File: src/rtl/ifid_skid_buffer.sv
// rtl/ifid_skid_buffer.sv - two-entry {pc, inst} elastic buffer between fetch and decode
module ifid_skid_buffer #(
    parameter int WIDTH = 32,
    parameter int PC_W  = 32
) (
    input  logic             clk,
    input  logic             rst,
    input  logic             flush,
    input  logic             in_valid,
    output logic             in_ready,
    input  logic [PC_W-1:0]  in_pc,
    input  logic [WIDTH-1:0] in_inst,
    output logic             out_valid,
    input  logic             out_ready,
    output logic [PC_W-1:0]  out_pc,
    output logic [WIDTH-1:0] out_inst,
    output logic [1:0]       count
);

    // slot0 is the head seen by decode; slot1 is the skid entry that
    // catches the fetch that was already in flight when decode stalled
    logic [1:0]       cnt_q;
    logic [PC_W-1:0]  pc0_q;
    logic [WIDTH-1:0] inst0_q;
    logic [PC_W-1:0]  pc1_q;
    logic [WIDTH-1:0] inst1_q;

    logic push;
    logic pop;

    // ready and valid come only from registered occupancy, so there is no
    // combinational path from out_ready back to in_ready
    always_comb begin
        in_ready  = ~rst & (cnt_q != 2'd2);
        out_valid = (cnt_q != 2'd0);
        push      = in_valid & in_ready & ~flush;
        pop       = out_valid & out_ready & ~flush;
        out_pc    = pc0_q;
        out_inst  = inst0_q;
        count     = cnt_q;
    end

    // occupancy and slot update; rst beats flush, flush beats push/pop
    always_ff @(posedge clk) begin
        if (rst) begin
            cnt_q   <= 2'd0;
            pc0_q   <= '0;
            inst0_q <= '0;
            pc1_q   <= '0;
            inst1_q <= '0;
        end else if (flush) begin
            // slot contents are left as-is; they are don't-care once count is 0
            cnt_q <= 2'd0;
        end else begin
            case (cnt_q)
                2'd0: begin
                    if (push) begin
                        pc0_q   <= in_pc;
                        inst0_q <= in_inst;
                        cnt_q   <= 2'd1;
                    end
                end
                2'd1: begin
                    if (push && pop) begin
                        // head leaves and the new fetch takes its place directly
                        pc0_q   <= in_pc;
                        inst0_q <= in_inst;
                    end else if (push) begin
                        pc1_q   <= in_pc;
                        inst1_q <= in_inst;
                        cnt_q   <= 2'd2;
                    end else if (pop) begin
                        cnt_q <= 2'd0;
                    end
                end
                2'd2: begin
                    // full: in_ready is low, so only a pop can move the skid entry up
                    if (pop) begin
                        pc0_q   <= pc1_q;
                        inst0_q <= inst1_q;
                        cnt_q   <= 2'd1;
                    end
                end
                default: begin
                    cnt_q <= 2'd0;
                end
            endcase
        end
    end

endmodule

File: config.mk
export PLATFORM = sky130hd
export DESIGN_NAME = ifid_skid_buffer
export DESIGN_NICKNAME = d
export VERILOG_FILES = /design/src/rtl/ifid_skid_buffer.sv
export SDC_FILE = /design/constraint.sdc
export NUM_CORES = 1
export LEC_CHECK = 0
export CORE_UTILIZATION = 45
export DETAILED_ROUTE_END_ITERATION = 12
export HOLD_SLACK_MARGIN = 0.06
export PLACE_DENSITY = 0.73
export SETUP_SLACK_MARGIN = 0.3
export SLEW_MARGIN = 25
export SYNTH_ARGS = -nofsm -noshare
export SYNTH_HDL_FRONTEND = slang
export SYNTH_SLANG_ARGS = --single-unit
File: constraint.sdc
create_clock -name clk -period 1.6 [get_ports clk]
set_input_delay 0.24 -clock clk [delete_from_list [all_inputs] [get_ports clk]]
set_output_delay 0.24 -clock clk [all_outputs]
set_load 0.02 [all_outputs]
# Yosys cells after proc, flatten, opt, wreduce, memory -nomap -nowiden
# Index checks and enable logic that the tools add are counted.
dict set report totals {
  n_memories 0
  input_bits 69
  latch_bits 0
  rom_bits 0
  mem_bits_rw 0
  out_inout_bits 68
  elab_cells 43
  register_bits 130
}
dict set report classes {
  n_div 0
  addsub 0
  n_mul 0
  magnitude_cmp 0
  n_reduce_logical 8
  shift 0
  n_mux 14
  eq_ne 8
  n_bitwise 8
}
# op count
set ops {}
lappend ops {{two-way mux 32 bit} 6}
lappend ops {{case mux 32 bit (3 select lines)} 2}
lappend ops {{two-way mux 2 bit} 5}
lappend ops {{inequality test 2 bit, second input constant} 5}
lappend ops {{AND reduction 4 bit} 2}
lappend ops {{case mux 2 bit (3 select lines)} 1}
lappend ops {{AND 1 bit} 5}
lappend ops {{AND reduction 5 bit} 1}
lappend ops {{inequality test 3 bit, second input constant} 1}
lappend ops {{NOT 1 bit} 3}
lappend ops {{nonzero test 3 bit} 1}
lappend ops {{equality test 2 x 1 -> 1 bit, second input constant} 1}
lappend ops {{equality test 2 bit, second input constant} 1}
lappend ops {{zero test 2 bit} 1}
lappend ops {{nonzero test 2 bit} 1}
lappend ops {{OR reduction 2 bit} 1}
lappend ops {{logical AND 1 bit} 1}

# Depth between registers and ports, before layout
dict set report logic_depth {
  depth_word 7
  mapped_depth 6
  mapped_depth_nobuf 3
}

# Worst setup path before layout
# Ideal clock, no wire load.
dict set report synth_timing {
  kind {reg-to-output}
  from {register cnt_q[0] (netlist: count[0])}
  to {output port in_ready}
  required_time_ns 1.360
  stages_incl_launch_ff 6
  arrival_time_ns 1.398
  slack_ns -0.038
  n_path_buf 3
  path_cell_list {dfxtp_1 > nand2b_1 > buf_4 > buf_12 > buf_8 > nor2b_1}
}
dict set report synth_between {
  elab_chain_cells 2
}
# item line
set synth_rtl {}
lappend synth_rtl {{start: declaration} 22} ;# logic [1:0] cnt_q;
lappend synth_rtl {{start signal: assignment} 46} ;# cnt_q <= 2'd0;
lappend synth_rtl {{start signal: assignment} 53} ;# cnt_q <= 2'd0;
lappend synth_rtl {{start signal: assignment} 60} ;# cnt_q <= 2'd1;
lappend synth_rtl {{inequality test 2 bit} 34} ;# in_ready = ~rst & (cnt_q != 2'd2);
lappend synth_rtl {{AND 1 bit} 34}
lappend synth_rtl {{end: declaration} 10} ;# output logic in_ready,
# No other way between the ends.

# Final worst setup path
dict set report layout_timing {
  from {register cnt_q[1] (netlist: count[1])}
  to {register inst1_q[0]}
}
dict set report layout_between {
  elab_chain_cells 7
  elab_cells_between_ends 11
  cone_classes {2 x eq/ne; 6 x bitwise; 3 x reduce/logical}
}
# item line
set layout_rtl {}
lappend layout_rtl {{inequality test 2 bit} 34}
lappend layout_rtl {{AND 1 bit} 34}
lappend layout_rtl {{AND 1 bit (2 in series)} 36} ;# push = in_valid & in_ready & ~flush;
lappend layout_rtl {{logical AND 1 bit} 64} ;# if (push && pop) begin
lappend layout_rtl {{NOT 1 bit (no line)} -}
lappend layout_rtl {{AND reduction 4 bit (no line) *} -}
lappend layout_rtl {{end signal: assignment} 70} ;# inst1_q <= in_inst;
lappend layout_rtl {{end: declaration} 26} ;# logic [WIDTH-1:0] inst1_q;
# Every way passes the cells marked *; elsewhere a longest branch is shown, timed or not.
# A chain may end at the register's enable or synchronous reset.

==> summary.txt <==
Global routing
  – Initial antenna violation count: 0
  – Maximum number of pins on one net before global-route repair: 119
  – Overall fraction of global-route tracks in use: 30.70%
  – First-pass GRT wire length: 31240 um
  – Overflow left after global routing: 0
  – Vias in the first global route: 5713

Logic synthesis
  – Post-synth top cells: 130 x sky130_fd_sc_hd__dfxtp_1, 65 x sky130_fd_sc_hd__a21oi_1, 65 x sky130_fd_sc_hd__mux2i_1
  – Cell with the most instances after synthesis: sky130_fd_sc_hd__dfxtp_1
  – Share of synthesized area occupied by flip-flops and latches: 43.99%
  – Main synth FF type: sky130_fd_sc_hd__dfxtp_1
  – Avg Synthesized Cell Area: 9.541 um^2
  – Synthesized instance count: 620
  – Flops & latches, synth: 130
  – Number of enable flip-flop cells after synthesis: 0
  – Total standard cell area after synthesis: 5916 um^2
  – Ys Warns: 0
  – Count of unique library cells instantiated by Yosys: 26
  – Share of flip-flops with an asynchronous set or reset: 0%
  – Cell types with the largest area share after synthesis: sky130_fd_sc_hd__dfxtp_1 44%, sky130_fd_sc_hd__mux2i_1 11%, sky130_fd_sc_hd__a311oi_1 9.5%
  – Yosys top cell area share: 43.99%
  – Mapped Nets: 689
  – Cell taking the most area after synthesis: sky130_fd_sc_hd__dfxtp_1

CTS
  – CTS tree: built
  – Number of clock buffers inserted by TritonCTS: 17
  – CTS max path bufs: 2
  – Maximum level of the CTS H-tree: 4
  – Sinks on the clock net: 130
  – Clock transition at the registers of the reported paths: 0.06 ns
  – Clock tree root driver cell: sky130_fd_sc_hd__clkbuf_16
  – Clock latency on the worst-skew pair: 0.43 ns

Layout
  – Synth-to-Final Area Change: 61.82%
  – Number of diodes added for antenna fixing: 0
  – Net count of the finished layout: 837
  – Storage cell area: 2610 um^2
  – Proportion of layout cells with a drive suffix above 1: 42.89%
  – Number of fill cells in the layout: 832
  – Final non-filler cell area: 9573 um^2
  – Area of the multi-input gates: 3682 um^2

Status
  – Failing checks: negative setup slack
  – Outcome: finished with violations

Floorplanning
  – Standard-cell row count: 41
  – Width of the die: 116.7 um
  – Die H: 116.7 um
  – Total die area: 13610 um^2
  – Starting utilization of the core area: 46.50%
  – Count of boundary I/O pins: 137
  – Area of the placeable core: 12720 um^2

Placed design
  – Gp weighted congestion: 0.7781
  – Standard cell area after detailed placement: 7552 um^2
  – Final HPWL from detailed placement: 10770 um
  – IO Port Bufs: 136

Timing
  – Final Hold Viols: 0
  – Crit share post-route: 111.0%
  – Worst-case headroom to the max-slew limit: 56.32%
  – Peak Freq: 563.2 MHz
  – Post-route worst setup slack: -0.1755 ns
  – Worst clock skew on the final layout: 0.006669 ns
  – Count of final max-slew check failures: 0
  – Tightest Pin Transition: 0.6552 ns
  – Min Clock Period, post-route: 1.775 ns
  – Finish-stage setup viols: 2
  – Setup repair after global routing missed its margin: true

Worst hold path
  – Number of cells on the worst hold path: 3
  – Kind of path behind the tightest hold check: in2reg

Run
  – Max-capacitance violation count: 0

Critical path
  – Series of cell instances along the critical path: buf_6 -> and4bb_4 -> buf_6 -> buf_6 -> buf_16 -> nand3_1 -> a21oi_1
  – Crit end category: flop
  – CP Data Required Time: 1.91 ns
  – Arrival time at the worst endpoint: 2.09 ns
  – Max incr delay on CP: 0.39 ns
  – Category of the critical setup timing path: reg2reg
  – Worst-path maximum fanout: 8
  – Worst setup SP type: flop
  – Most prevalent standard cell on the critical path: sky130_fd_sc_hd__buf_6
  – Reg2Reg Depth: 7
  – Critical path's slowest cell: sky130_fd_sc_hd__and4bb_4

Detailed routing
  – Antenna-violating nets left: 0
  – Total Wirelength: 25030 um
  – Mean routed wirelength per cell: 26.27 um
  – Drt drc: 0
  – Initial detailed-routing violation count: 662
  – Post-DR vias/cell: 6.701
  – Via count: 6386
  – Number of search-and-repair iterations in the first detailed-routing pass: 6

Pwr
  – Leakage power figure: 3.623 nW
  – Portion of total power attributed to sequential cells: 37.7%
  – Net Sw Frac: 25.26%
  – Clock power share: 47.7%
  – Internal power contribution: 0.006748 W
  – Share of power burned in combinational logic: 14.6%
  – Power per cell area: 943.1 nW/um^2
  – Net switching power: 0.002281 W
  – PnR Total Power: 0.009028 W
  – Worst voltage drop across the vdd grid: 0.9038 mV
sequential cells by signal, summed over array words and instances, names as in the netlist:
name,count
count,2
inst1_q,32
out_inst,32
out_pc,32
pc1_q,32
final timing paths:
path / end / slack [ns] / from
worst max-delay path: inst1_q[0]$_SDFFE_PP0P_ / -0.18 / count[1]$_SDFFE_PP0P_
worst min-delay path: inst1_q[9]$_SDFFE_PP0P_ / 0.33 / rst
worst max register to register: inst1_q[0]$_SDFFE_PP0P_ / -0.18 / count[1]$_SDFFE_PP0P_
worst min register to register: pc1_q[1]$_SDFFE_PP0P_ / 0.46 / pc1_q[1]$_SDFFE_PP0P_
cell usage in the layout (no fill, tap or decap), types with 26 or more instances in the layout:
cell type	n
sky130_fd_sc_hd__a211oi_1	43
sky130_fd_sc_hd__a21oi_1	32
sky130_fd_sc_hd__a21oi_2	33
sky130_fd_sc_hd__a311oi_1	47
sky130_fd_sc_hd__buf_2	42
sky130_fd_sc_hd__clkbuf_16	26
sky130_fd_sc_hd__clkdlybuf4s50_1	66
sky130_fd_sc_hd__dfxtp_1	128
sky130_fd_sc_hd__mux2i_1	54
sky130_fd_sc_hd__nand3_1	31
sky130_fd_sc_hd__o21ai_1	29
worst max-delay path: cells and delay by family, from the launching register on:
kind / cells / cell delay, ns
buffers and inverters: 4 / 0.47
AO/OA/AOI/OAI: 1 / 0.30
AND/OR/NAND/NOR: 2 / 0.49
flip-flops: 1 / 0.38
kinds of logic after synthesis:
kind of cell / Yosys count / synth area share, %
flops: 130 / 43.99
buf+inv: 86 / 8.968
simple gates: 79 / 7.128
mux: 65 / 11.00
compound gates: 260 / 28.91
metrics by stage:
step | utilization (%) | worst slack [ns] | setup TNS (ns) | std cells | hold slack (ns)
finish | 75.25 | -0.1755 | -0.1850 | 953 | 0.3266
global route | 75.25 | -0.1852 | -0.2749 | 953 | 0.3173
CTS | 68.17 | 0.1151 | 0 | 925 | 0.2774
detailed placement | 59.36 | -0.2952 | -27.44 | 878 | 0.4657
global placement | 59.36 | -0.2089 | -23.54 | 878 | 0.4583
floorplan | - | 0.2676 | 0 | 620 | 0.3877
final cells by class:
class,count,share of cell area (%)
Multi-Input combinational cell,404,38.47
Tap cell,172,2.248
Timing Repair Buffer,215,25.30
Clock inverter,11,1.908
Clock buffer,21,4.810
Sequential cell,130,27.26
power groups by stage:
| stage | clock network [W] | logic, W | registers, W |
|---|---|---|---|
| after floorplan | 0 | 0.000473 | 0.00356 |
| after global placement | 0 | 0.00108 | 0.00347 |
| after detailed placement | 0 | 0.00110 | 0.00347 |
| after CTS | 0.00428 | 0.00115 | 0.00340 |
| after global routing | 0.00445 | 0.00136 | 0.00341 |
| final | 0.00431 | 0.00132 | 0.00341 |
routing by layer:
layer / GRT usage [%] / up-vias / routed length (um)
li1: - / 2710 / -
met1: 38.63 / 3076 / 9619
met2: 48.36 / 464 / 11290
met3: 7.680 / 136 / 2399
met4: 16.62 / 0 / 1727
met5: 0 / - / 0
timing repair:
item                                    4_1_cts  5_1_grt
pin swaps                                     3       49
hold buffers                                  0        0
gates cloned                                 11       11
setup buffers                                 4       17
resized for setup                           265      231
endpoints found under the setup margin      197      158
Note: power is estimated with default switching activity, not from simulation.
